File: src/rtl/fft_stage1_sequencer.sv
// ---------------------------------------------------------------------------
// fft_stage1_sequencer
//
// Frame-level valid/ready controller for the first radix stage of the FFT
// pipeline (butterfly10 -> butterfly11 -> butterfly12 -> cbfp_stage1).
// Sample data never passes through here; this block only decides when an
// upstream beat may enter the stage, groups beats into frames, limits the
// number of beats outstanding against the downstream buffer (credits), and
// tags beats coming back out of the stage with start/end-of-frame markers.
//
// Ports
//   clk             rising-edge clock
//   rst             synchronous active-high reset
//   start           pulse, arms sequencing (only honoured in IDLE)
//   stop            pulse, halt at the next frame boundary
//   s_valid         upstream beat available
//   s_ready         beat accepted this cycle when s_valid & s_ready
//   pipe_valid_in   stage valid_in (= s_valid & s_ready)
//   pipe_valid_out  stage valid_out, one per returning beat
//   credit_return   downstream freed one beat slot
//   m_sof / m_eof   returning beat is first / last of a frame
//   busy            sequencer not idle
//   done            one-cycle pulse when draining completes
//   frames_out      completed output frames, wraps at 2^16
//   err             sticky protocol-violation flag
//
// state    | meaning
// ---------+--------------------------------------------------------------
// ST_IDLE  | waiting for start, no beats accepted
// ST_RUN   | accepting beats while credits remain
// ST_DRAIN | frame boundary reached after stop; wait for stage to empty
// ---------------------------------------------------------------------------
module fft_stage1_sequencer #(
  parameter int BEATS_PER_FRAME = 32,
  parameter int CREDITS         = 64,
  parameter int CNT_W           = 8
) (
  input  logic        clk,
  input  logic        rst,
  input  logic        start,
  input  logic        stop,
  input  logic        s_valid,
  output logic        s_ready,
  output logic        pipe_valid_in,
  input  logic        pipe_valid_out,
  input  logic        credit_return,
  output logic        m_sof,
  output logic        m_eof,
  output logic        busy,
  output logic        done,
  output logic [15:0] frames_out,
  output logic        err
);

  localparam int BEAT_W = (BEATS_PER_FRAME > 1) ? $clog2(BEATS_PER_FRAME) : 1;
  localparam logic [BEAT_W-1:0] LAST_BEAT   = BEAT_W'(BEATS_PER_FRAME - 1);
  localparam logic [CNT_W-1:0]  CREDITS_MAX = CNT_W'(CREDITS);

  typedef enum logic [1:0] {
    ST_IDLE  = 2'd0,
    ST_RUN   = 2'd1,
    ST_DRAIN = 2'd2
  } state_t;

  state_t            state_q, state_d;
  logic              stop_pend_q, stop_pend_d;
  logic [BEAT_W-1:0] in_beat_q, in_beat_d;
  logic [BEAT_W-1:0] out_beat_q, out_beat_d;
  logic [CNT_W-1:0]  credits_q, credits_d;
  logic [CNT_W-1:0]  inflight_q, inflight_d;
  logic [15:0]       frames_out_q, frames_out_d;
  logic              err_q, err_d;

  logic              issue;
  logic              ret_ok;
  logic              at_frame_start;

  always_ff @(posedge clk) begin
    if (rst) begin
      state_q      <= ST_IDLE;
      stop_pend_q  <= 1'b0;
      in_beat_q    <= '0;
      out_beat_q   <= '0;
      credits_q    <= CREDITS_MAX;
      inflight_q   <= '0;
      frames_out_q <= '0;
      err_q        <= 1'b0;
    end else begin
      state_q      <= state_d;
      stop_pend_q  <= stop_pend_d;
      in_beat_q    <= in_beat_d;
      out_beat_q   <= out_beat_d;
      credits_q    <= credits_d;
      inflight_q   <= inflight_d;
      frames_out_q <= frames_out_d;
      err_q        <= err_d;
    end
  end

  always_comb begin
    state_d      = state_q;
    stop_pend_d  = stop_pend_q;
    in_beat_d    = in_beat_q;
    out_beat_d   = out_beat_q;
    credits_d    = credits_q;
    inflight_d   = inflight_q;
    frames_out_d = frames_out_q;
    err_d        = err_q;
    done         = 1'b0;

    busy           = (state_q != ST_IDLE);
    at_frame_start = (in_beat_q == '0);

    // Ready is built from registered state only so it never loops back
    // through s_valid; a pending stop blocks the first beat of a new frame.
    s_ready       = (state_q == ST_RUN) && (credits_q != '0) &&
                    !(stop_pend_q && at_frame_start);
    issue         = s_valid && s_ready;
    pipe_valid_in = issue;

    m_sof = (out_beat_q == '0);
    m_eof = (out_beat_q == LAST_BEAT);

    // A returning beat with nothing in flight is a violation and must not
    // disturb the frame bookkeeping.
    ret_ok = pipe_valid_out && (inflight_q != '0);

    if (issue) begin
      in_beat_d = in_beat_q + BEAT_W'(1);
    end

    if (ret_ok) begin
      out_beat_d = out_beat_q + BEAT_W'(1);
      if (m_eof) begin
        frames_out_d = frames_out_q + 16'd1;
      end
    end

    if (issue && !credit_return) begin
      credits_d = credits_q - CNT_W'(1);
    end else if (credit_return && !issue && (credits_q != CREDITS_MAX)) begin
      credits_d = credits_q + CNT_W'(1);
    end

    if (issue && !pipe_valid_out) begin
      inflight_d = inflight_q + CNT_W'(1);
    end else if (pipe_valid_out && !issue && (inflight_q != '0)) begin
      inflight_d = inflight_q - CNT_W'(1);
    end

    if ((credit_return && (credits_q == CREDITS_MAX)) ||
        (pipe_valid_out && (inflight_q == '0)) ||
        (start && busy)) begin
      err_d = 1'b1;
    end

    case (state_q)
      ST_IDLE: begin
        if (start) begin
          state_d = ST_RUN;
        end
      end
      ST_RUN: begin
        if (stop) begin
          stop_pend_d = 1'b1;
        end
        // Leave on the last beat of a frame, or immediately when already
        // sitting on a frame boundary.
        if ((stop_pend_q && ((issue && (in_beat_q == LAST_BEAT)) || at_frame_start)) ||
            (stop && at_frame_start)) begin
          state_d = ST_DRAIN;
        end
      end
      ST_DRAIN: begin
        if ((inflight_q == '0) && !pipe_valid_out) begin
          state_d     = ST_IDLE;
          stop_pend_d = 1'b0;
          done        = 1'b1;
        end
      end
      default: begin
        state_d = ST_IDLE;
      end
    endcase
  end

  assign frames_out = frames_out_q;
  assign err        = err_q;

endmodule

File: config.mk
export PLATFORM = sky130hd
export DESIGN_NAME = fft_stage1_sequencer
export DESIGN_NICKNAME = d
export VERILOG_FILES = /design/src/rtl/fft_stage1_sequencer.sv
export SDC_FILE = /design/constraint.sdc
export NUM_CORES = 1
export LEC_CHECK = 0
export CAP_MARGIN = 40
export CELL_PAD_IN_SITES_DETAIL_PLACEMENT = 0
export CELL_PAD_IN_SITES_GLOBAL_PLACEMENT = 1
export CORE_MARGIN = 10
export CORE_UTILIZATION = 42
export CTS_CLUSTER_SIZE = 24
export DETAILED_ROUTE_END_ITERATION = 10
export PLACE_DENSITY_LB_ADDON = 0.05
export SLEW_MARGIN = 5
export SYNTH_ARGS = -nofsm -noshare
export SYNTH_HDL_FRONTEND = slang
export SYNTH_SLANG_ARGS = --single-unit
File: constraint.sdc
create_clock -name clk -period 3.8 [get_ports clk]
set_input_delay 0.76 -clock clk [delete_from_list [all_inputs] [get_ports clk]]
set_output_delay 0.76 -clock clk [all_outputs]
set_load 0.02 [all_outputs]
==> summary.md <==
| Metric | Value |
|---|---|
| Status | `finished, final reports clean` |
| Core footprint | `0.00596 mm²` |
| Final setup vio count | `0` |
| Max layer used | `met4` |
| Nets | `365` |
| Aggregate global routing overflow | `0` |
| Fraction of registers with async set/reset | `0%` |
| CP required | `3040 ps` |
| CP cell instances | `clkdlybuf4s50_1 -> inv_1 -> a211oi_1 -> or2b_4 -> inv_2 -> buf_4 -> clkdlybuf4s50_1` |
| Hold Vio Cnt, Final | `0` |
| Critical Path Stages | `7` |
| IR drop worst, VDD | `0.390 mV` |
| Vias per inst | `5.04` |
| CP max FO | `10` |
| IO Count | `30` |
| Leak | `1.25 nW` |
| Yosys reg bits | `46` |
| Final RePlAce weighted congestion | `0.839` |
| WL per Instance | `13.0 µm` |
| Dominant synthesized flop cell | `dfxtp_1` |
| Via count | `2,075` |
| R2R depth | `14` |
| Crit-path leading delay family | `buffers and inverters` |
| DP Wirelength | `3.98 mm` |
| H-tree depth | `2` |
| RSZ-0062 raised after global routing | `false` |
| Crit Path Category | `in -> out` |
| CP bufs+invs | `5` |
| Number of CTS-inserted buffers | `5` |
| Routed Antenna Nets | `0` |
| Max Clock Skew | `3.17 ps` |
| Synthesized area | `0.00259 mm²` |
| Met2 Wirelength | `2.36 mm` |
| Rel. slew slack | `68.4%` |
| Wirelength, routed | `5.36 mm` |
| Cell Pwr Density | `541 mW/mm²` |
| Post-cts sizing count | `0` |
| Tcrit/Tclk final | `89.9%` |
| Avg Inst Size Synth | `8.59 µm²` |
| Worst-Skew Late Latency | `300 ps` |
| Max-cap violations | `0` |
| Ant diodes | `0` |
| All-Layer GR Usage | `10.9%` |
| Antenna violations before repair | `0` |
| # DRC | `0` |
| Gate Count Post-Synth | `302` |
| First-pass GRT wire length | `9.09 mm` |
| Synth cell types | `43` |
| Port-buffer cells | `29` |
| Sequential fraction of the synthesis area | `35.5%` |
| Crit path time final | `3420 ps` |
| Number of synthesized flops with an enable pin | `0` |
| Die Span Y | `98.6 µm` |
| CP most frequent cell | `clkdlybuf4s50_1` |
| CTS tree | `done` |
| Worst slew pin tran | `469 ps` |
| Starting Density | `43.6%` |
| Critical path arrival | `2660 ps` |
| Post-Syn Nets | `331` |
| Kind of start point of the critical path | `input pin` |
| Clock Tree Buf Depth | `2` |
| Floorplan die width | `98.6 µm` |
| Clock root buffer | `clkbuf_8` |
| Die area | `0.00972 mm²` |
| Met3 Wirelength | `265 µm` |
| Worst hold stages | `2` |
| Hold bufs inserted after CTS | `0` |
| Met1 WL | `2.69 mm` |
| Area grow syn2layout | `19.6%` |
| Max-slew violations | `0` |
| Clock-pin slew of the registers on the worst-case setup and hold paths | `90 ps` |
| Worst path max stage delay | `620 ps` |
| Rows | `28` |
| Synth warn | `0` |
| Tot Pwr | `1.68 mW` |
| CTS Sinks | `46` |
| Fin Setup TNS | `0 ps` |
| Post-CTS Setup Bufs | `0` |
| Largest net degree at the start of global routing | `36` |
| Share of layout cells above drive strength 1 | `8.01%` |
| CP max stage cell | `clkdlybuf4s50_1` |
| Hold Path Class | `reg -> reg` |
| Number of global-route vias before repair | `1,939` |
| Starting DRT DRC Count | `89` |
| Max Clk Rate | `293 MHz` |
| Critical Path Sink Type | `output pin` |
| Initial DRT Pass Iterations | `4` |
flip-flops by register name (all words and copies together) (netlist names):
| register | count |
|---|---|
| stop_pend_q | 1 |
| out_beat_q | 5 |
| in_beat_q | 5 |
| frames_out | 16 |
| credits_q | 8 |
| inflight_q | 8 |
| state_q | 2 |
| err | 1 |
synthesized netlist by cell type, types with 4 or more instances:
cell       n  area share, %
a21oi_1   20            3.9
nand3_1   10            1.9
nand2_1   22            3.2
nand4_1    9            2.2
clkbuf_1   7            1.0
ha_1      20            9.6
dfxtp_1   46             36
inv_1     15            2.2
mux2i_1    8            3.1
nand2b_1   4           0.96
nor3_1     4           0.77
mux2_2     4            1.7
and3_1     4           0.96
nor2_1    51            7.4
o21ai_0    7            1.4
xor2_1    18            6.1
xnor2_1   14            4.7
final timing paths:
kind	from	end	slack, ps
min	out_beat_q[4]	out_beat_q[4]	490
max	s_valid	pipe_valid_in	380
max reg2reg	in_beat_q[0]	credits_q[7]	470
min reg2reg	out_beat_q[4]	out_beat_q[4]	490
cells by family (layout without fill, tap and decap cells):
family | count (synthesis) | after routing | synth area share [%]
xor+xnor | 32 | 32 | 10.8
fa+ha+maj | 22 | 22 | 11.2
buf+inv | 25 | 60 | 4.05
flops | 46 | 46 | 35.5
compound gates | 46 | 46 | 11.0
mux | 13 | 13 | 5.40
simple gates | 118 | 118 | 22.0
area by class of cell:
cell class / instances / area [µm²]
tap: 75 / 93.8
fill: 584 / 2850
inverter: 16 / 60.1
timing repair buffer: 36 / 350
clock inverter: 2 / 37.5
sequential: 46 / 921
multi-input combinational: 231 / 1570
clock buffer: 6 / 72.6
worst min-delay path, stage by stage (launching register included):
cell and delay (ps):
dfxtp_1 340, nand2_1 60, a21oi_1 50
through the flow:
step	util (%)	std cells	area (µm²)	setup slack, ps	hold slack, ps
2_1_floorplan	-	302	2590	453	453
3_3_place_gp	49.9	403	2970	113	475
3_5_place_dp	50.3	404	2990	63.7	479
4_1_cts	52.1	412	3100	359	494
5_1_grt	52.1	412	3100	136	519
6_report	52.1	412	3100	385	485
metal layers:
metal	up-vias	track usage, %
met5	-	0
met3	5	3.49
met2	24	16.8
met1	948	14.2
met4	0	3.31
li1	1098	-
where the power goes:
part | switching (mW) | internal [mW]
clock network | 0.172 | 0.196
logic | 0.357 | 0.338
registers | 0.0672 | 0.549
placed cells by master (no fill, tap or decap), types with 6 or more instances in the layout:
cell and n:
clkdlybuf4s50_1 28, buf_4 6, a21oi_1 20, nand3_1 10
mux2i_1 8, o21ai_0 7, xnor2_1 14, dfxtp_1 46
nor2_1 51, nand4_1 9, ha_1 20, xor2_1 18
inv_1 15, nand2_1 22
No activity file was read; power rests on OpenSTA's default activity.
